File: src/rtl/sdp_x_relu_core_dp.sv
// SDP X-path ReLU/clip datapath stage: one register slice, per-layer cfg snapshot, last-beat tagging.
// Optional perf counters enabled by defining SDP_RELU_CORE_PERF_CNT_EN.
module sdp_x_relu_core_dp #(
    parameter int NUM_ELEM = 16,
    parameter int DATA_W   = 32,
    parameter int LEN_W    = 16
) (
    input  logic                         nvdla_core_clk,
    input  logic                         nvdla_core_rstn,
    input  logic                         chn_in_pvld,
    output logic                         chn_in_prdy,
    input  logic [NUM_ELEM*DATA_W-1:0]   chn_in_pd,
    input  logic                         cfg_relu_bypass,
    input  logic                         cfg_relu_clip,
    input  logic [DATA_W-1:0]            cfg_clip_max,
    input  logic [LEN_W-1:0]             cfg_len,
    output logic                         chn_out_pvld,
    input  logic                         chn_out_prdy,
    output logic [NUM_ELEM*DATA_W-1:0]   chn_out_pd,
    output logic                         chn_out_last,
    output logic                         layer_done,
`ifdef SDP_RELU_CORE_PERF_CNT_EN
    output logic [31:0]                  perf_stall_cnt,
    output logic [31:0]                  perf_clip_cnt,
`endif
    output logic                         core_wen,
    input  logic [1:0]                   fsm_output,
    output logic                         core_idle
);

    logic                       in_hs;
    logic                       out_hs;
    logic                       first_beat;
    logic                       in_last;
    logic [LEN_W-1:0]           in_cnt;
    logic [LEN_W-1:0]           out_cnt;
    logic                       bypass_sh;
    logic                       clip_sh;
    logic signed [DATA_W-1:0]   clip_max_sh;
    logic [LEN_W-1:0]           len_sh;
    logic                       eff_bypass;
    logic                       eff_clip;
    logic signed [DATA_W-1:0]   eff_max;
    logic [LEN_W-1:0]           eff_len;
    logic signed [DATA_W-1:0]   x_e [NUM_ELEM];
    logic [NUM_ELEM*DATA_W-1:0] y_pd;
    logic [NUM_ELEM-1:0]        sat;

    assign chn_in_prdy = ~chn_out_pvld | chn_out_prdy;
    assign in_hs       = chn_in_pvld & chn_in_prdy;
    assign out_hs      = chn_out_pvld & chn_out_prdy;
    assign core_wen    = in_hs;
    assign core_idle   = fsm_output[0] | ~chn_out_pvld;

    // The first beat of a layer sees the live cfg; later beats see the snapshot.
    assign first_beat = (in_cnt == '0);
    assign eff_bypass = first_beat ? cfg_relu_bypass : bypass_sh;
    assign eff_clip   = first_beat ? cfg_relu_clip : clip_sh;
    assign eff_max    = first_beat ? cfg_clip_max : clip_max_sh;
    assign eff_len    = first_beat ? cfg_len : len_sh;
    assign in_last    = (in_cnt == eff_len);

    always_comb begin
        y_pd = '0;
        sat  = '0;
        for (int i = 0; i < NUM_ELEM; i++) begin
            x_e[i] = chn_in_pd[i*DATA_W +: DATA_W];
            if (eff_bypass) begin
                y_pd[i*DATA_W +: DATA_W] = x_e[i];
            end else if (x_e[i] < 0) begin
                y_pd[i*DATA_W +: DATA_W] = '0;
            end else if (eff_clip && eff_max < 0) begin
                y_pd[i*DATA_W +: DATA_W] = '0;
            end else if (eff_clip && x_e[i] > eff_max) begin
                y_pd[i*DATA_W +: DATA_W] = eff_max;
                sat[i] = 1'b1;
            end else begin
                y_pd[i*DATA_W +: DATA_W] = x_e[i];
            end
        end
    end

    always_ff @(posedge nvdla_core_clk or negedge nvdla_core_rstn) begin
        if (!nvdla_core_rstn) begin
            chn_out_pvld <= 1'b0;
            chn_out_pd   <= '0;
            chn_out_last <= 1'b0;
            layer_done   <= 1'b0;
            in_cnt       <= '0;
            out_cnt      <= '0;
            bypass_sh    <= 1'b0;
            clip_sh      <= 1'b0;
            clip_max_sh  <= '0;
            len_sh       <= '0;
        end else begin
            if (in_hs) begin
                chn_out_pd   <= y_pd;
                chn_out_last <= in_last;
                chn_out_pvld <= 1'b1;
            end else if (out_hs) begin
                chn_out_pvld <= 1'b0;
            end
            if (in_hs && first_beat) begin
                bypass_sh   <= cfg_relu_bypass;
                clip_sh     <= cfg_relu_clip;
                clip_max_sh <= cfg_clip_max;
                len_sh      <= cfg_len;
            end
            if (in_hs) begin
                in_cnt <= in_last ? '0 : in_cnt + 1'b1;
            end
            if (out_hs) begin
                out_cnt <= chn_out_last ? '0 : out_cnt + 1'b1;
            end
            layer_done <= out_hs & chn_out_last;
        end
    end

`ifdef SDP_RELU_CORE_PERF_CNT_EN
    logic [31:0] sat_num;
    logic [32:0] clip_sum;

    always_comb begin
        sat_num = '0;
        for (int i = 0; i < NUM_ELEM; i++) begin
            sat_num = sat_num + 32'(sat[i]);
        end
    end

    assign clip_sum = {1'b0, perf_clip_cnt} + {1'b0, sat_num};

    // Both counters stick at all-ones instead of wrapping.
    always_ff @(posedge nvdla_core_clk or negedge nvdla_core_rstn) begin
        if (!nvdla_core_rstn) begin
            perf_stall_cnt <= '0;
            perf_clip_cnt  <= '0;
        end else begin
            if (chn_out_pvld && !chn_out_prdy && perf_stall_cnt != '1) begin
                perf_stall_cnt <= perf_stall_cnt + 1'b1;
            end
            if (in_hs) begin
                perf_clip_cnt <= clip_sum[32] ? '1 : clip_sum[31:0];
            end
        end
    end
`endif

endmodule

File: config.mk
export PLATFORM = sky130hd
export DESIGN_NAME = sdp_x_relu_core_dp
export DESIGN_NICKNAME = d
export VERILOG_FILES = /design/src/rtl/sdp_x_relu_core_dp.sv
export SDC_FILE = /design/constraint.sdc
export NUM_CORES = 2
export LEC_CHECK = 0
export ABC_AREA = 1
export CAP_MARGIN = 20
export CORE_AREA = 2 2 424 426
export DETAILED_ROUTE_END_ITERATION = 6
export DIE_AREA = 0 0 426 428
export HOLD_SLACK_MARGIN = 0.1
export PLACE_DENSITY_LB_ADDON = 0.12
export SYNTH_ARGS = -nofsm -noshare
export SYNTH_HDL_FRONTEND = slang
export SYNTH_SLANG_ARGS = --single-unit
File: constraint.sdc
create_clock -name nvdla_core_clk -period 5.31 [get_ports nvdla_core_clk]
set_input_delay 1.062 -clock nvdla_core_clk [delete_from_list [all_inputs] [get_ports nvdla_core_clk]]
set_output_delay 1.062 -clock nvdla_core_clk [all_outputs]
set_load 0.02 [all_outputs]
[After elaboration in Yosys (flattened, before gate mapping)]
Index checks and enable logic that the tools add are counted.
Word-level totals
  bits in read-only memories: 0
  bits in latches: 0
  word-level logic and storage cells: 141
  output and inout bits: 518
  flip-flop bits (word level): 581
  memories: 0
  bits in writable memories: 0
Operators by class
  divide/modulo/power cells: 0
  multipliers: 0
  muxes and demuxes: 71
  eq/ne operators: 1
  $add $sub $neg: 1
  shift operators: 0
  bitwise gates (word level): 6
  order comparisons: 33
  reduce and logical (&&, ||, !) cells: 20
Operators with widths (number)
  $mux W32: 65
  $lt A32 B1 Y1 const B: 17
  $gt A32 B32 Y1: 16
  $mux W16: 2
  $logic_and A1 B1 Y1: 18
  $add A16 B1 Y16 const B: 1
  $eq A16 B16 Y1: 1
  $logic_not A16 Y1: 1
  $mux W1: 4
  $and A1 B1 Y1: 3
  $or A1 B1 Y1: 2
  $reduce_bool A2 Y1: 1
  $not A1 Y1: 1

[Depth between registers and ports, before layout]
  depth after elaboration: 8
  mapped depth: 28

[Worst setup path before layout]
OpenSTA, ideal clock, no wires.
  path type: reg-to-reg
  start point: register in_cnt[0]
  end point: register chn_out_pd[33]
  required time: 5188 ps
  setup slack: 1039 ps
  period minus slack after synthesis: 4271 ps
  stages on the path, launching flop included: 23
  data arrival time: 4149 ps
  cells stage by stage: dfrtp_1 inv_1 ha_1 nand2_1 nor2_2 nand2_4 buf_2 buf_1 buf_2 a21oi_1 buf_2 ha_1 a21oi_1 nor2_1 a211oi_1 o21ai_0 a2111oi_0 nand2_1 nand2_1 clkbuf_1 nand4_1 nand3_1 a21oi_1
On the way
  longest elaborated chain between the ends: 8
  elaborated cells on any way between the ends: 12
RTL lines
  start: declaration: line 35  | logic [LEN_W-1:0] in_cnt;
  start signal: assignment: line 110  | in_cnt <= in_last ? '0 : in_cnt + 1'b1;
  $logic_not A16 Y1 (*): line 56  | assign first_beat = (in_cnt == '0);
  $mux W32: line 59  | assign eff_max = first_beat ? cfg_clip_max : clip_max_sh;
  $gt A32 B32 Y1: line 74  | end else if (eff_clip && x_e[i] > eff_max) begin
  $logic_and A1 B1 Y1: line 74
  $mux W32: line 74
  $mux W32: line 72  | end else if (eff_clip && eff_max < 0) begin
  $mux W32: line 70  | end else if (x_e[i] < 0) begin
  $mux W32 (*): line 68  | if (eff_bypass) begin
  end signal: assignment: line 97  | chn_out_pd <= y_pd;
  end: declaration: line 19  | output logic [NUM_ELEM*DATA_W-1:0] chn_out_pd,
Mark *: on every way between the ends. The rest lies on a longest branch, timed or not.
A chain may end at the register's enable or synchronous reset.

[Final worst setup path]
  start point: register in_cnt[0]
  end point: register chn_out_pd[34]
The elaborated chain is that of the path after synthesis.

==> results.md <==
* Final layout net count at 8687
* Height of the die at 428 um
* Core area at 178000 sq um
* Pwr Density at 258 nW/um^2
* H-tree depth at 3
* Die Wd at 426 um
* Synth warn at 0
* GR Overflow Total at 0
* Clock sinks at 581
* Max Slew Vio Count at 0
* Comb power frac at 30.7%
* Global-route wire length before repair at 395 mm
* Asr flop ratio synth at 100%
* # setup viols final at 0
* Hold_ws at 0.351 ns
* Top-count cell post-synth: a21oi_1
* NetSw at 6.09 mW
* CTS Buf Count at 84
* Critical-path top delay cell: a2111oi_0
* Placement Setup Slack at 0.100 ns
* Worst min-delay path class: primary input to async pin
* Synth Instances at 6682
* Critical path endpoint category: register
* Yosys cell types at 47
* Pre-antenna DRT Iters at 6
* VDD IR max at 0.000223 V
* Largest cells by area after synthesis: dfrtp_1, ha_1, a21oi_1
* Via count of the routed design at 53600
* RSZ-0062 raised after global routing: no
* Setup Fix Bufs, Post-CTS at 0
* Clk slew on worst S/H paths at 0.06 ns
* CP max FO at 33
* Rel. slew slack at 26.3%
* Drt drc at 0
* Maximum buffer depth of the clock tree at 3
* Hold Vio Cnt, Final at 0
* Fmax at 0.206 GHz
* Layout area overhead at 38.4%
* Via density per instance at 5.29
* Post-DP Area at 61700 sq um
* Synth area leader: dfrtp_1
* Switching Share at 36.5%
* Number of max-cap violations at 0
* Routed Antenna Nets at 0
* Pin count of the biggest net entering global routing at 165
* Final worst path period need at 4.86 ns
* Fin worst setup slack at 0.453 ns
* Global Route Usage Sum at 29.7%
* Flops & latches, synth at 581
* WL per Instance at 27.6 um
* Final period utilization at 91.5%
* Status: completed
* Top post-synthesis cells by count: a21oi_1, nand2_1, inv_1
* Crit Path Category: register to register
* Num rows at 155
* Static Leak at 29.5 nW
* Layout cells sized above 1 at 6.80%
* Yosys top cell area share at 31.1%
* Mapped Area at 46800 sq um
* Initial antenna violation count at 96
* Total wire length at 280 mm
* 1st-iter DRT viols at 4669
* Port buffer count at 1084
* Clock root cell: clkbuf_16
* Sequential share of power at 33.4%
* Delay of the slowest critical-path stage at 0.62 ns
* CP required at 5.97 ns
* Clock share of power at 35.9%
* DPL Wire Length at 201 mm
* Crit-path most repeated cell: nand2_1
* Number of flops mapped to enable cells by yosys at 0
* I/O pin cnt at 1086
* Initial Util at 26.3%
* Critical-path cell list: inv_1, ha_1, nand2_1, nor2_2, nand2_4, buf_12, a21oi_4, buf_12, buf_12, ha_1, nand3_1, inv_1, nand2_1, nand3_1, a2111oi_0, buf_4, nand2_1, nand2_1, nand3_1, buf_12, nand2_1, nand3_1, a21oi_1
* Worst Max-Slew Pin Slew at 1.10 ns
* TritonCTS clock tree: built
* Internal at 10.6 mW
* GPL Wtd Cong at 0.911
* Setup TNS at 0 ns
* Startpoint type of the worst setup path: register
* Vias in the first global route at 51500
* Die ar. at 182000 sq um
* Arr. time, crit path at 5.51 ns
* Post-Syn Nets at 7732
* Skew final at 0.0295 ns
* Ys flop type: dfrtp_1
* Design Area, Final at 64800 sq um
* Avg Cell Area, Syn at 7.00 sq um
* Clock Latency Late Sink at 0.74 ns
* Register area share after synthesis at 31.1%
## flip-flops by register name, indices dropped and copies added, names as in the netlist
| signal | count |
|---|---|
| bypass_sh | 1 |
| layer_done | 1 |
| clip_sh | 1 |
| in_cnt | 16 |
| len_sh | 16 |
| clip_max_sh | 32 |
| chn_out_pvld | 1 |
| chn_out_pd | 512 |
| chn_out_last | 1 |
## power by group through the flow
stage          Sequential [mW]  Clock [mW]  Combinational, mW
6_report                  5.58        6.00               5.13
5_1_grt                   5.63        6.26               5.53
4_1_cts                   5.57        6.10               5.13
3_5_place_dp              5.63           0               5.11
3_3_place_gp              5.64           0               5.08
2_1_floorplan             6.15           0               1.74
## worst paths after layout
path,startpoint,end,slack (ns),depth (start not counted)
max in group asynchronous,nvdla_core_rstn,chn_out_pd[392]$_DFFE_PN0P_,3.59,2
setup / recovery,in_cnt[0]$_DFFE_PN0P_,chn_out_pd[34]$_DFFE_PN0P_,0.45,23
hold / removal,nvdla_core_rstn,chn_out_pd[477]$_DFFE_PN0P_,0.35,1
setup reg to reg,in_cnt[0]$_DFFE_PN0P_,chn_out_pd[34]$_DFFE_PN0P_,0.45,23
min in group nvdla_core_clk,len_sh[6]$_DFFE_PN0P_,len_sh[6]$_DFFE_PN0P_,0.49,2
hold reg to reg,len_sh[6]$_DFFE_PN0P_,len_sh[6]$_DFFE_PN0P_,0.49,2
## metrics by stage
step | util [%] | total power, mW | instances
final | 36.5 | 16.7 | 10100
after global routing | 36.5 | 17.4 | 10100
after CTS | 36.3 | 16.8 | 10100
after detailed placement | 34.7 | 10.7 | 9904
after global placement | 34.7 | 10.7 | 9904
after floorplan | - | 7.89 | 6682
## worst max-delay path, delay by kind of cell (launching register included)
family,cells,cell delay (ns)
AOI/OAI and AO/OA,3,1.28
adders and majority gates,2,0.44
buffers and inverters,7,1.39
DFF,1,0.38
and+or+nand+nor,11,1.25
## placed cells by master, fill, tap and decap left out, drive strengths merged, types with 64 or more instances in the layout
master,count
clkbuf,123
nand4,560
a21oi,1203
o21ai,137
nor2,669
clkdlybuf4s50,1083
dfrtp,581
buf,256
ha,482
diode,64
inv,738
nand3,619
nand2,1028
## layer usage
metal | wire, um | vias to the layer above | global-route usage (%)
met2 | 132000 | 2024 | 47.0
met4 | 16200 | 24 | 18.5
met5 | 158 | - | 0
met3 | 15800 | 501 | 4.96
met1 | 116000 | 26000 | 37.4
li1 | - | 25000 | -
## cell type report
type,count,area (sq um)
antenna,64,160
timing repair buffer,1339,13600
sequential,581,14500
clock inverter,29,302
inverter,734,2770
fill,18800,113000
tap,2355,2950
clock buffer,123,2510
multi-input combinational,4897,28000
## cell families (layout without fill, tap and decap cells)
| kind of cell | Yosys count | in the layout | share of synthesized area, % |
|---|---|---|---|
| compound gates | 1451 | 1451 | 16.2 |
| xor+xnor | 17 | 17 | 0.318 |
| fa+ha+maj | 482 | 482 | 12.9 |
| buf+inv | 1204 | 2225 | 10.4 |
| flops | 581 | 581 | 31.1 |
| mux | 2 | 2 | 0.0454 |
| other cells | 0 | 64 | 0 |
| simple gates | 2945 | 2945 | 29.1 |
## repair_timing
action	CTS	global route
setup endpoints to repair	0	71
gates resized for setup	0	6
hold buffers	0	0
(Power assumes the default switching activity.)
